`config.mk`:
```
export PLATFORM = sky130hd
export DESIGN_NAME = loop_ctrl
export DESIGN_NICKNAME = d
export VERILOG_FILES = /design/src/rtl/loop_ctrl.sv
export SDC_FILE = /design/constraint.sdc
export NUM_CORES = 1
export LEC_CHECK = 0
export BUFFER_PORTS_ARGS = -buffer_cell sky130_fd_sc_hd__buf_2
export CAP_MARGIN = 20
export CORE_UTILIZATION = 53
export DETAILED_ROUTE_END_ITERATION = 16
export PLACE_DENSITY = 0.78
export RECOVER_POWER = 100
export REMOVE_ABC_BUFFERS = 1
export SYNTH_ARGS = -nofsm -noshare
export SYNTH_HDL_FRONTEND = slang
export SYNTH_SLANG_ARGS = --single-unit
```
`constraint.sdc`:
```
create_clock -name clk -period 2.9 [get_ports clk]
set_input_delay 0.29 -clock clk [delete_from_list [all_inputs] [get_ports clk]]
set_output_delay 0.29 -clock clk [all_outputs]
set_load 0.005 [all_outputs]
```
`src/rtl/loop_ctrl.sv`:
```
// Loop sequencer around the loop limiter: steps current_loop on each completed
// iteration and ends in DONE or FAIL. Optional run-cycle counter: LOOP_CTRL_CYCLE_CNT_EN.
module loop_ctrl #(
  parameter int unsigned LIM_LAT = 2,
  parameter int unsigned CYC_W   = 32
) (
  input  logic             clk,
  input  logic             reset,
  input  logic             start,
  input  logic [15:0]      target_loops,
  input  logic             iter_done,
  input  logic [15:0]      loop_next,
  input  logic             limit_fail,
  output logic [15:0]      current_loop,
  output logic             stop,
  output logic             busy,
  output logic             done,
  output logic             fail,
  output logic [CYC_W-1:0] cycle_count
);

  typedef enum logic [2:0] {
    S_IDLE = 3'd0,
    S_RUN  = 3'd1,
    S_WAIT = 3'd2,
    S_DONE = 3'd3,
    S_FAIL = 3'd4
  } state_t;

  localparam logic [3:0] LAT4 = 4'(LIM_LAT);

  state_t      state_r, state_s;
  logic [15:0] tgt_r, tgt_s;
  logic [3:0]  wcnt_r, wcnt_s;
  logic [15:0] cur_r, cur_s;
  logic [15:0] nxt_s;
  logic        done_r, done_s;
  logic        fail_r, fail_s;
  logic        busy_r, busy_s;
  logic        stop_r, stop_s;
  logic        clr_cnt_s;

  // Next-state and next-output decode for the loop sequencer.
  always_comb begin
    state_s   = state_r;
    tgt_s     = tgt_r;
    wcnt_s    = wcnt_r;
    cur_s     = cur_r;
    done_s    = done_r;
    fail_s    = fail_r;
    clr_cnt_s = 1'b0;
    nxt_s     = cur_r + 16'd1;
    case (state_r)
      S_IDLE, S_DONE, S_FAIL: begin
        if (start) begin
          tgt_s     = target_loops;
          cur_s     = 16'd0;
          fail_s    = 1'b0;
          clr_cnt_s = 1'b1;
          if (target_loops == 16'd0) begin
            state_s = S_DONE;
            done_s  = 1'b1;
          end else begin
            state_s = S_RUN;
            done_s  = 1'b0;
          end
        end else begin
          state_s = state_r;
        end
      end
      S_RUN: begin
        if (limit_fail) begin
          state_s = S_FAIL;
          fail_s  = 1'b1;
        end else if (iter_done) begin
          state_s = S_WAIT;
          wcnt_s  = LAT4;
        end else begin
          state_s = S_RUN;
        end
      end
      S_WAIT: begin
        if (limit_fail) begin
          state_s = S_FAIL;
          fail_s  = 1'b1;
        end else if (wcnt_r <= 4'd1) begin
          // Counter expires this cycle: loop_next is valid, judge it.
          wcnt_s = 4'd0;
          if ((loop_next == 16'd0) || (loop_next != nxt_s)) begin
            state_s = S_FAIL;
            fail_s  = 1'b1;
          end else begin
            cur_s = loop_next;
            if (loop_next == tgt_r) begin
              state_s = S_DONE;
              done_s  = 1'b1;
            end else begin
              state_s = S_RUN;
            end
          end
        end else begin
          wcnt_s = wcnt_r - 4'd1;
        end
      end
      default: begin
        state_s = S_IDLE;
      end
    endcase
    busy_s = (state_s == S_RUN) || (state_s == S_WAIT);
    stop_s = ~busy_s;
  end

  // State and registered-output update.
  always_ff @(posedge clk) begin
    if (reset) begin
      state_r <= S_IDLE;
      tgt_r   <= 16'd0;
      wcnt_r  <= 4'd0;
      cur_r   <= 16'd0;
      done_r  <= 1'b0;
      fail_r  <= 1'b0;
      busy_r  <= 1'b0;
      stop_r  <= 1'b1;
    end else begin
      state_r <= state_s;
      tgt_r   <= tgt_s;
      wcnt_r  <= wcnt_s;
      cur_r   <= cur_s;
      done_r  <= done_s;
      fail_r  <= fail_s;
      busy_r  <= busy_s;
      stop_r  <= stop_s;
    end
  end

  assign current_loop = cur_r;
  assign stop         = stop_r;
  assign busy         = busy_r;
  assign done         = done_r;
  assign fail         = fail_r;

`ifdef LOOP_CTRL_CYCLE_CNT_EN
  logic [CYC_W-1:0] cyc_r;

  // Saturating count of cycles spent with busy high.
  always_ff @(posedge clk) begin
    if (reset) begin
      cyc_r <= {CYC_W{1'b0}};
    end else if (clr_cnt_s) begin
      cyc_r <= {CYC_W{1'b0}};
    end else if (busy_r && (cyc_r != {CYC_W{1'b1}})) begin
      cyc_r <= cyc_r + {{(CYC_W-1){1'b0}}, 1'b1};
    end else begin
      cyc_r <= cyc_r;
    end
  end

  assign cycle_count = cyc_r;
`else
  logic unused_clr_s;
  assign unused_clr_s = clr_cnt_s;
  assign cycle_count  = {CYC_W{1'b0}};
`endif

endmodule

```
==> results by group <==
Routing
  • Via Count: 2,943
  • Final wirelength: 7.46 mm
  • DRT Pass-1 Iters: 6
  • Avg WL per Cell: 14.5 um
  • Initial drt markers: around 170
  • Remaining DRCs: 0
  • Vias per cell: roughly 5.7
  • Routed Antenna Nets: 0

Pwr
  • Peak VDD IR: 283 uV
  • Tot Pwr: 1.18 mW
  • Switching share of total power: 0.279
  • Comb pwr share: 0.170
  • Psw: 0.328 mW
  • Clock share of power: 0.298
  • Power Dens Cells: 353 nW/um^2
  • Pint: 0.848 mW
  • Reg power frac: 0.533
  • Leakage: 1.34 nW

Global routing
  • GRT Total Usage: 0.248
  • Grt ovf: 0
  • Initial antenna violation count: 0
  • First-pass GRT wire length: 12.2 mm
  • Pin count of the biggest net entering global routing: 43
  • Vias in the first global route: 2,573

Clock tree
  • CTS tree: built
  • Hold Buf Count CTS: 0
  • Clk root buf: clkbuf_8
  • Worst skew pair latency: between 200 and 300 ps
  • Clock Tree Buf Depth: 2
  • Htree depth: 2
  • Cts bufs inserted: 5
  • Clock transition at path regs: around 80 ps
  • Clock sinks: 43

Yosys
  • Seq/Total Area, Yosys: 0.277
  • Yosys reg bits: 43
  • Netlist cell types: 57
  • EDFF count, synth: 0
  • Cells after Synth: 402
  • Share of the synthesized area in the top cell type: 0.277
  • Main synth FF type: dfxtp_1
  • Post-synthesis instance area: roughly 3100 um^2
  • Top cells by area, synth: dfxtp_1 28%, buf_4 8.0%, a21oi_1 6.8%
  • Fraction of registers with async set/reset: 0
  • Yosys warns: 0
  • Area leader, netlist: dfxtp_1
  • Syn Area/Cell: 7.73 um^2

STA
  • RSZ-0062 raised after global routing: false
  • Clock skew: around 9.5 ps
  • Slew headroom: 0.498
  • FMAX: 375 MHz
  • Worst-margin pin slew: 752 ps
  • Final hold violations: 0
  • Period utilization: 0.921
  • Fin. max-slew vios: 0
  • Setup-failing EPs final: 0
  • Hold WS: 248 ps
  • Final period demand of the worst path: 2670 ps

Worst setup path
  • CP Data Arrival Time: 2840 ps
  • Critical Setup Path Class: flop to flop
  • Max Fanout on Critical Path: 33
  • Required time worst endpoint: 3070 ps
  • R2r startpoint: current_loop[4]$_SDFFE_PP0P_
  • R2R Setup Slk: 230 ps
  • Crit start category: flop
  • Crit path from: current_loop[4]$_SDFFE_PP0P_
  • Worst setup EP type: flop

Layout
  • Layout area overhead: 7.37%
  • Final net count: 483
  • Layout fillers: approximately 530
  • Multi-input gate area: 1970 um^2
  • FF/Latch Area: approximately 860 um^2
  • Ant diodes: 0
  • Share of layout cells above drive strength 1: 0.140

Min path
  • Min-Delay Path Class: primary input to flop
  • Hold_sp: target_loops[2]

Run
  • Max cap viols: 0

Die
  • Die Area: 6170 um^2
  • Num ports: 89
  • Die Ht: 78.6 um
  • Initial Utilization: 0.558
  • Core area: 5570 um^2
  • Chip width: 78.6 um
  • FP Rows: 27

Place
  • GPL Wtd Cong: 0.890
  • Port bufs: 56
  • Post-DP HPWL: 5.60 mm

Status
  • Run status: finished, final reports clean
## final cells by class
| type | instances | share of cell area |
|---|---|---|
| Clock buffer | 6 | 0.0217 |
| Inverter | 4 | 0.00450 |
| Multi-Input combinational cell | 328 | 0.592 |
| Sequential cell | 43 | 0.258 |
| Tap cell | 72 | 0.0270 |
| Timing Repair Buffer | 61 | 0.0971 |
## per-stage QoR
stage | area (um^2) | setup WS, ps | util | instances | TNS [ps]
final | 3340 | 230 | 0.599 | 514 | 0
after global routing | 3340 | 10.5 | 0.599 | 514 | 0
after CTS | 3350 | 217 | 0.601 | 514 | 0
after detailed placement | 3280 | 214 | 0.588 | 508 | 0
after global placement | 3260 | 305 | 0.585 | 507 | 0
after floorplan | 2840 | -11.6 | - | 375 | -11.6
## final timing paths
path | endpoint | cells past startpoint
max | stop$_SDFF_PP1_ | 8
min | tgt_r[2]$_SDFFE_PP0P_ | 3
max reg2reg | stop$_SDFF_PP1_ | 8
min reg2reg | tgt_r[1]$_SDFFE_PP0P_ | 2
## flip-flops by register name, summed over array words and instances, names as in the netlist
signal and flops:
busy 1, current_loop 16, done 1, fail 1, state_r 3, stop 1
tgt_r 16, wcnt_r 4
## layer usage
layer,global-route usage,part of all wire
met5,0,0
met4,0.0611,0.0076
met2,0.409,0.48
met3,0.0395,0.062
met1,0.335,0.45
## critical path: stages, from the launching register on
cell and delay, ps:
dfxtp_1 520, and4_1 410, nand3_4 120, xnor2_1 170, or4_4 550, nor4b_4 320
buf_12 210, o21ba_1 180, a21oi_1 70
## power groups by stage
stage	combinational, mW	sequential, mW	clock, mW
2_1_floorplan	0.111	0.637	0
3_3_place_gp	0.192	0.639	0
3_5_place_dp	0.198	0.640	0
4_1_cts	0.199	0.626	0.358
5_1_grt	0.223	0.629	0.384
6_report	0.200	0.627	0.351
## cell usage in the layout, fill, tap and decap left out, types with 3 or more instances in the layout
| master | count |
|---|---|
| a211oi_1 | 4 |
| a21oi_1 | 42 |
| and4_1 | 4 |
| buf_2 | 45 |
| buf_4 | 3 |
| clkbuf_1 | 12 |
| clkbuf_8 | 5 |
| conb_1 | 32 |
| dfxtp_1 | 43 |
| inv_1 | 4 |
| nand2_1 | 53 |
| nand2b_1 | 7 |
| nand3_1 | 21 |
| nand3b_1 | 16 |
| nand4_1 | 8 |
| nor2_1 | 15 |
| nor2b_1 | 5 |
| nor3_1 | 7 |
| nor3b_1 | 3 |
| nor4_1 | 14 |
| o211a_1 | 3 |
| o21a_1 | 4 |
| o21ai_0 | 11 |
| or3_1 | 6 |
| xnor2_1 | 13 |
| xor2_1 | 24 |
## logic make-up after synthesis
group / after synthesis / synth area share
buf+inv: 62 / 0.127
simple gates: 170 / 0.302
xor+xnor: 38 / 0.110
flops: 43 / 0.277
fa+ha+maj: 3 / 0.0121
other cells: 1 / 0.00121
compound gates: 83 / 0.165
mux: 2 / 0.00644
## cell usage after synthesis (4+ instances only)
cell type,instances
a211oi_1,4
a21oi_1,42
and4_1,4
buf_2,6
buf_4,33
buf_6,4
clkbuf_1,13
dfxtp_1,43
inv_1,4
nand2_1,53
nand2b_1,7
nand3_1,21
nand3b_1,16
nand4_1,8
nor2_1,15
nor2b_1,5
nor3_1,7
nor4_1,14
o21a_1,4
o21ai_0,12
or3_1,6
xnor2_1,13
xor2_1,24
## what timing repair did
item                                    4_1_cts  5_1_grt
endpoints found under the setup margin        0       18
setup buffers                                 0        0
resized for setup                             0        1
Power figures use the tool's default switching activity.
